$ cat config.mk
export PLATFORM = sky130hd
export DESIGN_NAME = subcounter_driver_flat
export DESIGN_NICKNAME = d
export VERILOG_FILES = /design/src/rtl/subcounter_pkg.sv /design/src/rtl/subcounter_driver_if.sv /design/src/rtl/subcounter_driver.sv /design/src/flat_wrapper.sv
export SDC_FILE = /design/constraint.sdc
export NUM_CORES = 1
export LEC_CHECK = 0
export BUFFER_PORTS_ARGS = -buffer_cell sky130_fd_sc_hd__buf_2
export CORE_UTILIZATION = 53
export CTS_CLUSTER_DIAMETER = 100
export CTS_CLUSTER_SIZE = 28
export DETAILED_ROUTE_END_ITERATION = 16
export PLACE_DENSITY_LB_ADDON = 0.1
export SYNTH_ARGS = -nofsm -noshare
export SYNTH_HDL_FRONTEND = slang
export SYNTH_SLANG_ARGS = --single-unit
export TNS_END_PERCENT = 30
$ cat constraint.sdc
create_clock -name clk -period 2.3 [get_ports clk]
set_input_delay 0 -clock clk [delete_from_list [all_inputs] [get_ports clk]]
set_output_delay 0 -clock clk [all_outputs]
set_load 0.02 [all_outputs]
$ cat src/rtl/subcounter_pkg.sv
// ============================================================================
// Module : subcounter_pkg
// Desc   : Shared encodings for the subcounter driver (sub-commands, host ops,
//          driver FSM states) and the op-to-command mapping.
// Rev    : 1.0 - initial release
// ============================================================================
`default_nettype none

package subcounter_pkg;

  localparam logic [1:0] CMD_RESET = 2'b00;
  localparam logic [1:0] CMD_INC   = 2'b01;
  localparam logic [1:0] CMD_HOLD  = 2'b10;
  localparam logic [1:0] CMD_DEC   = 2'b11;

  localparam logic [1:0] OP_CLEAR  = 2'b00;
  localparam logic [1:0] OP_ADD    = 2'b01;
  localparam logic [1:0] OP_SUB    = 2'b10;
  localparam logic [1:0] OP_READ   = 2'b11;

  typedef enum logic [1:0] {
    ST_IDLE   = 2'd0,
    ST_ISSUE  = 2'd1,
    ST_SETTLE = 2'd2,
    ST_RESP   = 2'd3
  } state_e;

  function automatic logic [1:0] op_to_cmd(input logic [1:0] op);
    logic [1:0] cmd;
    case (op)
      OP_CLEAR: cmd = CMD_RESET;
      OP_ADD:   cmd = CMD_INC;
      OP_SUB:   cmd = CMD_DEC;
      default:  cmd = CMD_HOLD;
    endcase
    return cmd;
  endfunction

endpackage

`default_nettype wire

$ cat src/rtl/subcounter_driver_if.sv
// ============================================================================
// Module : subcounter_driver_if
// Desc   : Host request/response channels of the subcounter driver.
// Rev    : 1.0 - initial release
// ============================================================================
`default_nettype none

interface subcounter_driver_if #(
  parameter int GRANULARITY = 4,
  parameter int AMT_W       = 8
);

  logic                   req_valid;
  logic                   req_ready;
  logic [1:0]             req_op;
  logic [AMT_W-1:0]       req_amount;
  logic                   rsp_valid;
  logic                   rsp_ready;
  logic [GRANULARITY-1:0] rsp_data;
  logic                   rsp_wrap;

  // Host side
  modport master (
    output req_valid, req_op, req_amount, rsp_ready,
    input  req_ready, rsp_valid, rsp_data, rsp_wrap
  );

  // Driver side
  modport slave (
    input  req_valid, req_op, req_amount, rsp_ready,
    output req_ready, rsp_valid, rsp_data, rsp_wrap
  );

endinterface

`default_nettype wire

$ cat src/rtl/subcounter_driver.sv
// ============================================================================
// Module : subcounter_driver
// Desc   : Expands host CLEAR/ADD/SUB/READ ops into subcounter sub-commands
//          and returns the resulting value plus a wrap flag.
// Rev    : 1.0 - initial release
// ============================================================================
`default_nettype none

module subcounter_driver
  import subcounter_pkg::*;
#(
  parameter int GRANULARITY = 4,
  parameter int AMT_W       = 8
) (
  input  wire logic                   clk,
  input  wire logic                   rst,
  subcounter_driver_if.slave          bus,
  output logic [1:0]                  sub_command_out,
  input  wire logic [GRANULARITY-1:0] data_in
);

  state_e                 state_q;
  logic [1:0]             sub_cmd_q;
  logic [AMT_W-1:0]       count_q;
  logic [AMT_W-1:0]       count_d;
  logic                   req_ready_q;
  logic                   rsp_valid_q;
  logic [GRANULARITY-1:0] rsp_data_q;
  logic                   rsp_wrap_q;
  logic                   rsp_wrap_d;

  // data_in still shows the pre-command value, so a wrap is seen as the
  // command about to cross the boundary.
  always_comb begin
    count_d    = count_q - AMT_W'(1);
    rsp_wrap_d = rsp_wrap_q;
    if ((sub_cmd_q == CMD_INC && data_in == {GRANULARITY{1'b1}}) ||
        (sub_cmd_q == CMD_DEC && data_in == {GRANULARITY{1'b0}})) begin
      rsp_wrap_d = 1'b1;
    end
  end

  always_ff @(posedge clk) begin
    if (rst) begin
      state_q     <= ST_IDLE;
      sub_cmd_q   <= CMD_HOLD;
      count_q     <= '0;
      req_ready_q <= 1'b0;
      rsp_valid_q <= 1'b0;
      rsp_data_q  <= '0;
      rsp_wrap_q  <= 1'b0;
    end else begin
      case (state_q)
        ST_IDLE: begin
          req_ready_q <= 1'b1;
          if (req_ready_q && bus.req_valid) begin
            req_ready_q <= 1'b0;
            rsp_wrap_q  <= 1'b0;
            if (bus.req_op == OP_CLEAR) begin
              count_q   <= AMT_W'(1);
              sub_cmd_q <= CMD_RESET;
              state_q   <= ST_ISSUE;
            end else if ((bus.req_op == OP_ADD || bus.req_op == OP_SUB) &&
                         bus.req_amount != '0) begin
              count_q   <= bus.req_amount;
              sub_cmd_q <= op_to_cmd(bus.req_op);
              state_q   <= ST_ISSUE;
            end else begin
              state_q   <= ST_SETTLE;
            end
          end
        end
        ST_ISSUE: begin
          rsp_wrap_q <= rsp_wrap_d;
          count_q    <= count_d;
          if (count_q == AMT_W'(1)) begin
            sub_cmd_q <= CMD_HOLD;
            state_q   <= ST_SETTLE;
          end
        end
        ST_SETTLE: begin
          rsp_data_q  <= data_in;
          rsp_valid_q <= 1'b1;
          state_q     <= ST_RESP;
        end
        ST_RESP: begin
          if (bus.rsp_ready) begin
            rsp_valid_q <= 1'b0;
            req_ready_q <= 1'b1;
            state_q     <= ST_IDLE;
          end
        end
        default: begin
          sub_cmd_q <= CMD_HOLD;
          state_q   <= ST_IDLE;
        end
      endcase
    end
  end

  assign sub_command_out = sub_cmd_q;
  assign bus.req_ready   = req_ready_q;
  assign bus.rsp_valid   = rsp_valid_q;
  assign bus.rsp_data    = rsp_data_q;
  assign bus.rsp_wrap    = rsp_wrap_q;

endmodule

`default_nettype wire

$ cat src/flat_wrapper.sv
// flat-port wrapper written by rule: the top's interface ports become plain ports
module subcounter_driver_flat import subcounter_pkg::*;
#(
  parameter int GRANULARITY = 4,
  parameter int AMT_W       = 8
)
  (clk, rst, sub_command_out, data_in, bus_req_valid, bus_req_op, bus_req_amount, bus_rsp_ready, bus_req_ready, bus_rsp_valid, bus_rsp_data, bus_rsp_wrap);
  subcounter_driver_if #(.GRANULARITY(GRANULARITY), .AMT_W(AMT_W)) bus_i ();
  input  wire logic clk;
  input  wire logic rst;
  output logic [1:0] sub_command_out;
  input  wire logic [GRANULARITY-1:0] data_in;
  input wire logic [$bits(bus_i.req_valid)-1:0] bus_req_valid;
  input wire logic [$bits(bus_i.req_op)-1:0] bus_req_op;
  input wire logic [$bits(bus_i.req_amount)-1:0] bus_req_amount;
  input wire logic [$bits(bus_i.rsp_ready)-1:0] bus_rsp_ready;
  output wire logic [$bits(bus_i.req_ready)-1:0] bus_req_ready;
  output wire logic [$bits(bus_i.rsp_valid)-1:0] bus_rsp_valid;
  output wire logic [$bits(bus_i.rsp_data)-1:0] bus_rsp_data;
  output wire logic [$bits(bus_i.rsp_wrap)-1:0] bus_rsp_wrap;
  assign bus_i.req_valid = bus_req_valid;
  assign bus_i.req_op = bus_req_op;
  assign bus_i.req_amount = bus_req_amount;
  assign bus_i.rsp_ready = bus_rsp_ready;
  assign bus_req_ready = bus_i.req_ready;
  assign bus_rsp_valid = bus_i.rsp_valid;
  assign bus_rsp_data = bus_i.rsp_data;
  assign bus_rsp_wrap = bus_i.rsp_wrap;
  subcounter_driver #(.GRANULARITY(GRANULARITY), .AMT_W(AMT_W)) u_core (.clk(clk), .rst(rst), .bus(bus_i), .sub_command_out(sub_command_out), .data_in(data_in));
endmodule
# Word level (Yosys, flattened, before mapping)
# Index checks and enable logic that the tools add are counted.
classes:
  eq_ne: 14
  addsub: 1
  n_reduce_logical: 19
  n_mux: 23
ops:
  columns: ["operator", "n"]
  rows:
  - ["two-way mux 8 bit", 3]
  - ["two-way mux 2 bit", 8]
  - ["case mux 8 bit (2 select lines)", 1]
  - ["AND reduction 3 bit", 3]
  - ["equality test 2 bit (second input constant)", 4]
  - ["equality test 8 x 1 -> 1 bit (second input constant)", 1]
  - ["case mux 2 bit (2 select lines)", 2]
  - ["case mux 2 bit (4 select lines)", 1]
  - ["nonzero test 8 bit", 1]
  - ["subtractor 8 x 1 -> 8 bit (second input constant)", 1]
  - ["equality test 2 x 1 -> 1 bit (second input constant)", 3]
  - ["!= test 2 x 1 -> 1 bit (second input constant)", 3]
  - ["case mux 1 bit (2 select lines)", 3]
  - ["nonzero test 2 bit", 3]
  - ["two-way mux 1 bit", 5]
  - ["equality test 4 bit (second input constant)", 1]
  - ["logical AND 1 bit", 4]
  - ["zero test 2 bit", 2]
  - ["zero test 4 bit", 1]
  - ["AND reduction 2 bit", 2]
  - ["AND reduction 4 bit", 1]
  - ["!= test 3 x 1 -> 1 bit (second input constant)", 1]
  - ["logical OR 1 bit", 2]
  - ["!= test 2 bit (second input constant)", 1]
word_totals:
  word_cells: 64
  register_bits: 19

# Logic depth before layout (Yosys ltp)
depth:
  depth_word: 7
  depth_mapped: 8

# Worst setup path after synthesis
# OpenSTA, ideal clock, no wires.
synth_timing:
  kind: "reg-to-reg"
  startpoint: "register u_core.state_q[0]"
  endpoint: "register u_core.sub_cmd_q[1], in the netlist u_core.sub_command_out[1]"
  path_buffers: 1
  slack_ps: 481
  setup_time_ps: 122
  t_arrival_ps: 1697
  stages_incl_launch_ff: 8
  path_cell_list: "dfxtp_1 > inv_1 > ha_1 > buf_2 > and3_1 > o22ai_1 > nor3_2 > o32a_1"
synth_via:
  elab_chain_len: 3
synth_rtl:
  columns: ["item", "line_no", "source"]
  rows:
  - ["start: declaration", "subcounter_driver.sv:22", "state_e state_q;"]
  - ["start signal: assignment", "subcounter_driver.sv:45", "state_q <= ST_IDLE;"]
  - ["start signal: assignment", "subcounter_driver.sv:62", "state_q <= ST_ISSUE;"]
  - ["start signal: assignment", "subcounter_driver.sv:67", "state_q <= ST_ISSUE;"]
  - ["equality test 2 x 1 -> 1 bit or zero test 2 bit (tied branches)", "subcounter_driver.sv:53", "case (state_q)"]
  - ["!= test 2 x 1 -> 1 bit (no source line) (tied with other cells)", null, null]
  - ["AND reduction 4 bit (no source line)", null, null]
  - ["end signal: assignment", "subcounter_driver.sv:66", "sub_cmd_q <= op_to_cmd(bus.req_op);"]
  - ["end: declaration", "subcounter_driver.sv:23", "logic [1:0] sub_cmd_q;"]
# Parallel ways exist; a longest one is shown, timed or not.
# A chain may end at the register's enable or synchronous reset.

# Worst setup path in the final report
# Same ends and word-level chain as after synthesis.

==> metrics.md <==
| Metric | Value |
|---|---|
| Critical Path End Type | `flop` |
| Area of the core | `2210 um2` |
| Mapped Area | `1250 um2` |
| Switch share | `0.455` |
| Gr usage total | `0.284` |
| WHS Endpoint | `u_core.bus.rsp_valid` |
| Top-count cell post-synth | `dfxtp_1` |
| Startpoint Class | `flop` |
| Pre-antenna DRT Iters | `4` |
| Worst Hold Depth | `4` |
| Maximum VDD drop | `0.583 mV` |
| Pin slew with the least headroom to its limit | `789 ps` |
| DRT antenna net count | `0` |
| Die Height | `50.7 um` |
| Reg2reg end | `u_core.sub_command_out[1]` |
| Area leader, netlist | `dfxtp_1` |
| Num rows | `17` |
| Hold Violations, Final | `0` |
| Routed via count | `1332` |
| Largest net degree at the start of global routing | `20` |
| Yosys reg bits | `19` |
| Reg2reg start | `u_core.state_q[0]` |
| RSZ-0062 raised after global routing | `false` |
| Status | `complete, no violations` |
| Initial antenna violation count | `0` |
| Max Root-Sink Buffers | `2` |
| Top FF cell, synth | `dfxtp_1` |
| Wirelength, routed | `3290 um` |
| Setup WS pre-CTS | `188 ps` |
| Reg2Reg Setup Slack | `120 ps` |
| Sequential fraction of the synthesis area | `0.303` |
| First-pass GRT wire length | `5420 um` |
| Ranking of synthesized cells by area | `dfxtp_1 30%, ha_1 8.0%, nor2_1 4.2%, mux2i_1 4.0%, inv_1 3.9%` |
| Vias in the first global route | `1239` |
| Maxcap violations | `0` |
| Worst slew margin | `0.474` |
| Starting DRC count in detailed routing | `39` |
| Layout cell share with drive strength beyond 1 | `0.214` |
| CTS Sinks | `19` |
| Final Net Count | `209` |
| Initial Util | `0.567` |
| Residual DRC | `0` |
| Worst r2r path cells | `6` |
| CP required | `2510 ps` |
| CTS HTree Levels | `1` |
| Post-synth top cells | `19 x dfxtp_1, 14 x nor2_1, 13 x inv_1, 8 x ha_1, 8 x o21ai_0` |
| Setup TNS | `0 ps` |
| Max FO, Critical Path | `11` |
| Sw power | `673 uW` |
| Detailed placement HPWL | `2330 um` |
| Async SR Flop Fraction | `0` |
| Mean Syn Cell Area | `8.37 um2` |
| Final setup fails | `0` |
| Comb pwr share | `0.554` |
| Inserted Clock Buffers | `3` |
| Clock transition at path regs | `120 ps` |
| Final min period | `2180 ps` |
| Layout fillers | `193` |
| Non-Filler Instances | `210` |
| Sequential share of power | `0.323` |
| Clock power frac | `0.123` |
| Die Area | `2570 um2` |
| Yosys top cell area share | `0.303` |
| Gr ovfl total | `0` |
| Reg area | `380 um2` |
| Worst Path Arrival | `2380 ps` |
| GP Congestion | `0.927` |
| Routed WL per cell | `15.7 um` |
| Syn Nets | `176` |
| Layout Area Growth over Synthesis | `18.9%` |
| EDFF count, synth | `0` |
| Mapped Cells | `150` |
| Critical Path Start | `u_core.state_q[0]` |
| Ports | `27` |
| CTS tree | `built` |
| PwrDens | `992 nW/um2` |
| Multi-input gate area | `802 um2` |
| Hold Path Class | `in2reg` |
| ANT cells | `0` |
| Distinct cells, synth | `46` |
| Die X-Extent | `50.7 um` |
| PortBufs | `26` |
| Final slew viol count | `0` |
| Root Driver | `clkbuf_4` |
| Worst Slack Setup Final | `124 ps` |
| Critical path class | `reg2reg` |
| Worst skew pair latency | `310 ps` |
| Yosys warning count | `0` |
| Clock skew | `5.15 ps` |
| Hold path startpoint | `bus_rsp_ready` |
| Max Fclk | `460 MHz` |
| CTS resizes | `0` |
| Internal power component | `808 uW` |
| Placed insts | `202` |
| Via density | `6.34` |
| Final worst path period share | `0.946` |
| Leakage power | `0.000616 uW` |
## registers in the layout, summed over array words and instances, names as in the netlist
| signal | flops |
|---|---|
| u_core.count_q | 8 |
| u_core.bus.rsp_wrap | 1 |
| u_core.bus.req_ready | 1 |
| u_core.state_q | 2 |
| u_core.sub_command_out | 2 |
| u_core.bus.rsp_data | 4 |
| u_core.bus.rsp_valid | 1 |
## power groups by stage
stage / logic [uW] / clock network (uW) / registers, uW
6_report: 821 / 182 / 478
5_1_grt: 907 / 198 / 492
4_1_cts: 805 / 183 / 477
3_5_place_dp: 797 / 0 / 484
3_3_place_gp: 788 / 0 / 480
2_1_floorplan: 540 / 0 / 508
## cell families after synthesis
family                     share of synthesized area
and+or+nand+nor                                0.237
muxes                                         0.0399
AOI/OAI and AO/OA                              0.282
buffers and inverters                         0.0578
DFF                                            0.303
adders and majority gates                     0.0798
## routing by layer
layer	vias to the layer above	global-route usage	wire [um]
met1	623	0.365	1430
met4	0	0.139	44
li1	637	-	-
met3	4	0.0455	272
met2	68	0.456	1540
met5	-	0	0
## repair_timing
action / CTS / global route
hold buffers: 4 / 0
setup buffers: 0 / 0
hold endpoints to repair: 4 / 0
## metrics by stage
stage / hold slack [ps] / utilization / instance area, um2 / power [uW]
2_1_floorplan: 147 / - / 1250 / 1050
3_3_place_gp: 264 / 0.645 / 1430 / 1270
3_5_place_dp: 271 / 0.645 / 1430 / 1280
4_1_cts: 8.87 / 0.675 / 1490 / 1460
5_1_grt: 33.4 / 0.675 / 1490 / 1600
6_report: 0.411 / 0.675 / 1490 / 1480
## worst max-delay path by stage
stage | to | slack (ps) | cells after the start
after floorplan | u_core.sub_command_out[1] | 480 | 7
after global placement | u_core.sub_command_out[1] | 280 | 6
after CTS | u_core.sub_command_out[1] | 170 | 6
final | u_core.sub_command_out[1] | 120 | 6
after global routing | u_core.sub_command_out[1] | 10 | 6
after detailed placement | u_core.sub_command_out[1] | 190 | 6
## cell usage in the layout, fill, tap and decap left out, types with 3 or more instances in the layout
cell type and n:
nor3_1 3, mux2i_1 5, buf_4 4, nand3_1 3, nor2b_1 7, a21oi_1 6, a21boi_0 5, nor2_1 14
buf_2 26, nor4_1 3, o31ai_1 4, inv_1 13, nand2_1 5, clkbuf_4 3, o22ai_1 3, dfxtp_1 19
o21ai_0 8, dlygate4sd3_1 4, ha_1 8, a32oi_1 3, o311ai_0 5
## final cells by class
cell class              instances  area share
flip-flops and latches         19       0.255
repair buffers                 34       0.134
multi-input cells             112       0.537
clock buffers                   4      0.0176
well taps                      28      0.0235
inverters                      13      0.0327
## worst max-delay path: stages, from the launching register on
cell and delay [ps]:
dfxtp_1 400, inv_1 80, ha_1 320, and3_1 230, o22ai_1 630, nor3_2 110
o32a_1 300
No activity file was read; power rests on OpenSTA's default activity.
